==> config.mk <==
export PLATFORM = sky130hd
export DESIGN_NAME = exu_wb_arb
export DESIGN_NICKNAME = d
export VERILOG_FILES = /design/src/rtl/exu_wb_arb.sv
export SDC_FILE = /design/constraint.sdc
export NUM_CORES = 1
export LEC_CHECK = 0
export ABC_AREA = 1
export BUFFER_PORTS_ARGS = -buffer_cell sky130_fd_sc_hd__buf_4
export CAP_MARGIN = 20
export CORE_ASPECT_RATIO = 0.6
export CORE_MARGIN = 1
export CORE_UTILIZATION = 25
export CTS_CLUSTER_DIAMETER = 40
export DETAILED_ROUTE_END_ITERATION = 6
export GPL_TIMING_DRIVEN = 0
export PLACE_DENSITY = 0.55
export SLEW_MARGIN = 20
export SYNTH_ARGS = -nofsm -noshare
export SYNTH_HDL_FRONTEND = slang
export SYNTH_SLANG_ARGS = --single-unit
==> constraint.sdc <==
create_clock -name clk -period 9.9 [get_ports clk]
set_input_delay 1.98 -clock clk [delete_from_list [all_inputs] [get_ports clk]]
set_output_delay 1.98 -clock clk [all_outputs]
set_load 0.005 [all_outputs]
==> src/rtl/exu_wb_arb.sv <==
// Writeback arbiter: merges multiplier, ALU (with holding FIFO) and LSU results
// onto the single register-file write port with a registered output stage.
module exu_wb_arb #(
   parameter int unsigned XLEN      = 32,
   parameter int unsigned ALU_DEPTH = 2
) (
   input  logic            clk,
   input  logic            rst,
   input  logic [XLEN-1:0] mul_data,
   input  logic [4:0]      mul_rd_addr,
   input  logic            mul_rd_wr_en,
   input  logic [XLEN-1:0] mul_instr_tag,
   input  logic [31:0]     mul_instr,
   input  logic            alu_valid,
   input  logic [XLEN-1:0] alu_data,
   input  logic [4:0]      alu_rd_addr,
   input  logic [XLEN-1:0] alu_instr_tag,
   input  logic [31:0]     alu_instr,
   output logic            alu_full,
   input  logic            lsu_valid,
   output logic            lsu_ready,
   input  logic [XLEN-1:0] lsu_data,
   input  logic [4:0]      lsu_rd_addr,
   input  logic [XLEN-1:0] lsu_instr_tag,
   input  logic [31:0]     lsu_instr,
   output logic            wb_wr_en,
   output logic [4:0]      wb_rd_addr,
   output logic [XLEN-1:0] wb_data,
   output logic [XLEN-1:0] wb_instr_tag,
   output logic [31:0]     wb_instr,
   output logic [31:0]     wb_retire_cnt
);

   localparam int unsigned PW = (ALU_DEPTH > 1) ? $clog2(ALU_DEPTH) : 1;
   localparam int unsigned CW = PW + 1;

   typedef struct packed {
      logic [XLEN-1:0] data;
      logic [4:0]      rd;
      logic [XLEN-1:0] tag;
      logic [31:0]     instr;
   } wb_rec_t;

   wb_rec_t        fifo_q [ALU_DEPTH];
   logic [PW-1:0]  rd_ptr_q, rd_ptr_d;
   logic [PW-1:0]  wr_ptr_q, wr_ptr_d;
   logic [CW-1:0]  count_q, count_d;
   logic           full_q, full_d;

   wb_rec_t        mul_rec, alu_rec, lsu_rec, sel_rec;
   logic           fifo_empty, sel_mul, sel_head, sel_bypass, sel_lsu, sel_any;
   logic           enq, deq;

   logic            wr_en_q, wr_en_d;
   wb_rec_t         out_q, out_d;
   logic [31:0]     cnt_q, cnt_d;

   // Source selection: mul > ALU (FIFO head, else live bypass) > LSU.
   always_comb begin
      mul_rec    = '{data: mul_data, rd: mul_rd_addr, tag: mul_instr_tag, instr: mul_instr};
      alu_rec    = '{data: alu_data, rd: alu_rd_addr, tag: alu_instr_tag, instr: alu_instr};
      lsu_rec    = '{data: lsu_data, rd: lsu_rd_addr, tag: lsu_instr_tag, instr: lsu_instr};
      fifo_empty = (count_q == '0);
      sel_mul    = mul_rd_wr_en;
      sel_head   = ~mul_rd_wr_en & ~fifo_empty;
      sel_bypass = ~mul_rd_wr_en & fifo_empty & alu_valid;
      sel_lsu    = ~mul_rd_wr_en & fifo_empty & ~alu_valid & lsu_valid;
      sel_any    = sel_mul | sel_head | sel_bypass | sel_lsu;
      // A result arriving while full is dropped, even if the head leaves this cycle.
      enq        = alu_valid & ~sel_bypass & ~full_q;
      deq        = sel_head;
      lsu_ready  = ~rst & sel_lsu;

      sel_rec = lsu_rec;
      if (sel_mul)         sel_rec = mul_rec;
      else if (sel_head)   sel_rec = fifo_q[rd_ptr_q];
      else if (sel_bypass) sel_rec = alu_rec;
   end

   // FIFO bookkeeping and output-stage next state.
   always_comb begin
      rd_ptr_d = rd_ptr_q;
      wr_ptr_d = wr_ptr_q;
      count_d  = count_q;
      wr_en_d  = 1'b0;
      out_d    = out_q;
      cnt_d    = cnt_q;

      if (enq) wr_ptr_d = wr_ptr_q + PW'(1);
      if (deq) rd_ptr_d = rd_ptr_q + PW'(1);
      count_d = count_q + CW'(enq) - CW'(deq);
      full_d  = (count_d == CW'(ALU_DEPTH));

      if (sel_any) begin
         wr_en_d = (sel_rec.rd != 5'd0);
         out_d   = sel_rec;
         cnt_d   = cnt_q + 32'd1;
      end
   end

   always_ff @(posedge clk) begin
      if (rst) begin
         rd_ptr_q <= '0;
         wr_ptr_q <= '0;
         count_q  <= '0;
         full_q   <= 1'b0;
         wr_en_q  <= 1'b0;
         out_q    <= '0;
         cnt_q    <= '0;
      end else begin
         rd_ptr_q <= rd_ptr_d;
         wr_ptr_q <= wr_ptr_d;
         count_q  <= count_d;
         full_q   <= full_d;
         wr_en_q  <= wr_en_d;
         out_q    <= out_d;
         cnt_q    <= cnt_d;
      end
   end

   // Payload storage needs no reset; occupancy is tracked by the pointers.
   always_ff @(posedge clk) begin
      if (enq) fifo_q[wr_ptr_q] <= alu_rec;
   end

   assign alu_full      = full_q;
   assign wb_wr_en      = wr_en_q;
   assign wb_rd_addr    = out_q.rd;
   assign wb_data       = out_q.data;
   assign wb_instr_tag  = out_q.tag;
   assign wb_instr      = out_q.instr;
   assign wb_retire_cnt = cnt_q;

   a_no_alu_when_full: assert property (@(posedge clk) disable iff (rst) !(alu_valid && full_q));

endmodule

======== Yosys cells after proc, flatten, opt, wreduce, memory -nomap -nowiden ========
Memories as Yosys holds them, arrays and structs flattened. A register that Yosys moved wholly into a read port is not among the register bits.
Cells that the tools add are included.
cells by class
  add/subtract/negate cells ............... 5
  equal/unequal tests ..................... 1
  mux-type cells .......................... 7
  bitwise logic cells ..................... 18
  reduce and logical (&&, ||, !) cells .... 3
operator list
  cell                                                              number
  101-bit 2-to-1 mux                                                3
  32-bit by 1-bit adder with 32-bit output (second input constant)  1
  1-bit AND                                                         8
  1-bit NOT                                                         7
  5-bit nonzero test                                                1
  1-bit 2-to-1 mux                                                  4
  1-bit OR                                                          3
  1-bit adder (second input constant)                               2
  2-bit by 1-bit adder with 2-bit output                            1
  2-bit == test (second input constant)                             1
  2-bit logical NOT                                                 1
  2-bit OR reduction                                                1
  2-bit by 1-bit subtractor with 2-bit output                       1
storage, ports and cells
  flip-flop bits (word level) ............. 139
  memory bits (writable) .................. 202
  word-level logic and storage cells ...... 45
  memories kept ........................... 1
memory list
  name    depth  width  read ports  clocked after memory_dff  wr ports  RTL line  RTL
  fifo_q  2      101    1           1                         1         44        wb_rec_t fifo_q [ALU_DEPTH];

======== Depth between registers and ports, before layout ========
  word-level depth ........................ 9
  mapped depth ............................ 11
  gate-level depth less buffers ........... 9

======== Worst setup path before layout ========
No wires, ideal clock.
  path kind ............................... input to register
  from .................................... in mul_rd_wr_en
  to ...................................... mem fifo_q[1][0] (netlist bit), enable pin
  library setup time ...................... 563 ps
  data arrival time ....................... 6716 ps
  data required time ...................... 9337 ps
  slack ................................... 2621 ps
  cell stages on the path ................. 5
  path buffers ............................ 1
  cells stage by stage .................... buf_2 > inv_2 > nand2_1 > nand2_1 > nor2_1
between the ends
  word-level cells in the longest chain between the ends .. 8
RTL lines
  item                                    RTL line  RTL
  start, declared                         11        input logic mul_rd_wr_en,
  1-bit NOT                               66        sel_bypass = ~mul_rd_wr_en & fifo_empty & alu_valid;
  1-bit AND (2 in series)                 66
  1-bit NOT                               70        enq = alu_valid & ~sel_bypass & ~full_q;
  1-bit AND (2 in series)                 70
  1-bit 2-to-1 mux                        123       if (enq) fifo_q[wr_ptr_q] <= alu_rec;
  1-bit 2-to-1 mux (implied by the code)  123
  end, declared                           44
No other way between the ends.

======== Worst setup path in the final report ========
  from .................................... in mul_rd_wr_en
  to ...................................... out lsu_ready
between the ends
  word-level cells in the longest chain between the ends .. 5
RTL lines
  item                     RTL line  RTL
  1-bit NOT                67        sel_lsu = ~mul_rd_wr_en & fifo_empty & ~alu_valid & lsu_valid;
  1-bit AND (3 in series)  67
  1-bit AND                72        lsu_ready = ~rst & sel_lsu;
  end, declared            21        output logic lsu_ready,
No other way between the ends.

==> results by group <==
Run status
  – Status: finished clean

Layout
  – Fillcell total: 6122
  – Layout Area Growth over Synthesis: 41.1%
  – Final Cell Area: 21500 um^2
  – Layout cells sized above 1: 0.282
  – Nets: 2490
  – Layout Cells excl Fill: just over 3000

Drt
  – Overall routed net length: 60600 um
  – Drt pass-1 iters: 6
  – DR WL/cell: around 20 um
  – Routed vias: 14300
  – Starting DRT DRC Count: about 1100
  – Drt drc: 0
  – Vias per cell: 4.72
  – Post-route ant nets: 0

Placed design
  – Setup WS pre-CTS: 4730 ps
  – # port buffers: 442
  – Hpwl dp: 45800 um
  – Dpl cells: 2944
  – Area post-placement: 19800 um^2
  – Placer congestion estimate: between 0.8 and 0.9

Yosys
  – Synth cell types: 39
  – Gate Count Post-Synth: 1676
  – Mean Syn Cell Area: 9.08 um^2
  – FF+latch count, synth: between 300 and 400
  – Ys Warns: 0
  – Mapped Area: between 15000 and 20000 um^2
  – Mapped Nets: 1987
  – Post-synthesis sequential area ratio: 0.583

CTS
  – CTS tree: built
  – Depth of the CTS H-tree: 2
  – Hold_buf cts: 0
  – Longest Clk Path Bufs: 3
  – Clock Latency Late Sink: approximately 570 ps
  – Sink Count: roughly 340
  – Num CTS Buffers: between 40 and 50
  – # Post-CTS Setup Buffers: 0
  – PostCTS Resize Cnt: 0
  – CTS root buf: clkbuf_16
  – Worst-path clk slew: 60 ps

Global routing
  – Initial antenna violation count: 4
  – Global route overflow: 0
  – Vias in the first global route: 13700
  – GRT Total Usage: 0.190
  – First-pass GRT wire length: ~87000 um
  – Pin count of the biggest net entering global routing: 25

STA
  – Worst clock skew: 13.7 ps
  – Min cycle time layout: 5160 ps
  – Slew Limit Headroom: 0.298
  – Worst slew pin tran: 1050 ps
  – Period utilisation layout: 0.521
  – Unrepaired setup endpoints after global routing: false
  – Final slew viol count: 0
  – Max Freq: 0.194 GHz
  – Final Hold Viols: 0
  – Final worst slack: 4740 ps
  – Endpoints failing setup: 0

Floorplan
  – Starting density of the core: 0.255
  – Die ar.: 61900 um^2
  – Total I/O pin count: 444
  – Die X: 320 um
  – Core Rows: 69
  – Die height: ~190 um
  – Core Area: 59700 um^2

Setup path
  – Worst Setup EP: lsu_ready
  – Critical path buffers and inverters: 4
  – CP Max Fanout: 10
  – Logic depth of the worst path, buffers included: 6
  – CP Launch Type: primary input
  – CP peak stage delay: roughly 330 ps
  – CP arrival: between 3000 and 4000 ps
  – Top Family by Delay on Critical Path: buffers and inverters
  – Critical Path Sink Type: primary output
  – Most used cell, CP: buf_2
  – Crit-path slowest cell: buf_2
  – R2R setup slack: 7540 ps
  – Worst r2r src: count_q[1]
  – RR Endpoint: fifo_q[1][14]
  – Crit Path Category: in2out
  – Worst path cell trace: buf_2 > inv_2 > nand3_1 > buf_2 > nor3_1 > buf_4
  – Critical Path Source: mul_rd_wr_en
  – CP required: 7920 ps
  – Worst-case reg-to-reg path depth: 7

Job
  – Max_cap viols: 0

Power and ir drop
  – Leakage: 8.98 nW
  – Total power: 4.86 mW
  – PwrDens: 227 nW/um^2
  – Peak VDD IR: between 0.09 and 0.1 mV

Hold path
  – Worst min path class: reg2reg
-- layer usage --
layer | track usage | vias to the layer above | part of all wire
li1 | - | 6780 | -
met1 | 0.269 | 6889 | 0.47
met2 | 0.281 | 592 | 0.42
met3 | 0.0548 | 88 | 0.090
met4 | 0.0513 | 0 | 0.022
met5 | 0 | - | 0
-- through the flow --
stage / util / setup TNS [ps] / hold slack [ps]
finish: 0.360 / 0 / 445
global route: 0.360 / 0 / 460
CTS: 0.360 / 0 / 451
detailed placement: 0.332 / 0 / 443
global placement: 0.328 / -246690 / 440
floorplan: - / 0 / 426
-- placed cells by master, fill, tap and decap left out, drive strengths merged --
cell,synthesis,routed
nand2,579,579
buf,66,518
edfxtp,202,202
nor2,169,169
dfxtp,140,140
o21ai,127,127
inv,89,101
clkbuf,37,90
a22oi,64,64
o211ai,60,60
a41oi,54,54
a21oi,23,23
nand3,19,19
clkinv,1,15
a31oi,9,9
nor3,9,9
nand4,9,9
bufinv,0,6
diode,0,5
xor2,5,5
ha,3,3
clkinvlp,0,3
o2111ai,2,2
o21bai,2,2
xnor2,2,2
nand3b,1,1
and2,1,1
nor3b,1,1
a21boi,1,1
o21a,1,1
-- where the power goes --
part           internal, mW  switching (mW)
Clock                  1.08           0.707
Combinational         0.463           0.739
Sequential             1.77          0.0962
-- worst min-delay path by stage --
stage / startpoint / end / slack [ps] / cells past startpoint
floorplan: rd_ptr_q / register / 430 / 1
global placement: rd_ptr_q / rd_ptr_q / 440 / 1
detailed placement: wb_data[30] / wb_data[30] / 440 / 2
CTS: rd_ptr_q / register / 450 / 1
global route: rd_ptr_q / register / 460 / 1
finish: rd_ptr_q / register / 450 / 1
-- layout make-up --
class	instances	area [um^2]	share of cell area
antenna	5	12.5	0.000583
buffer	103	522	0.0243
clock buffer	53	1240	0.0578
clock inverter	35	412	0.0192
inverter	90	338	0.0157
multi-input combinational	1141	5500	0.256
sequential	342	8870	0.413
tap	816	1020	0.0476
timing repair buffer	452	3550	0.165
-- cell families (layout without fill, tap and decap cells) --
logic type / after synthesis / after routing / synth area share
AOI/OAI and AO/OA: 343 / 343 / 0.152
and+or+nand+nor: 788 / 788 / 0.202
DFF: 342 / 342 / 0.583
adders and majority gates: 3 / 3 / 0.00247
buffers and inverters: 193 / 733 / 0.0565
other: 0 / 5 / 0
xor gates and xnor gates: 7 / 7 / 0.00403
-- synthesized netlist by cell type, drive strengths merged --
library cell    n  area share
nand4           9      0.0047
nand3          19      0.0066
buf            66       0.025
o211ai         60       0.033
nor2          169       0.043
xor2            5      0.0029
and2            1     0.00049
o2111ai         2      0.0012
a31oi           9      0.0037
nor3            9      0.0037
nand3b          1     0.00049
clkinv          1     0.00025
nand2         579        0.14
o21ai         127       0.042
o21bai          2     0.00099
inv            89       0.022
a22oi          64       0.032
dfxtp         140        0.18
clkbuf         37      0.0091
o21a            1     0.00049
a41oi          54       0.031
a21boi          1     0.00049
edfxtp        202        0.40
a21oi          23      0.0076
xnor2           2      0.0012
nor3b           1     0.00049
ha              3      0.0025
-- state kept, by name (all words and copies together), names as in the netlist, named ones only --
register,flops
rd_ptr_q,1
wb_retire_cnt,32
count_q,2
wb_rd_addr,5
wb_instr,32
wb_instr_tag,32
wb_data,32
wr_ptr_q,1
fifo_q,202
wb_wr_en,1
alu_full,1
No activity file was read; power rests on OpenSTA's default activity.
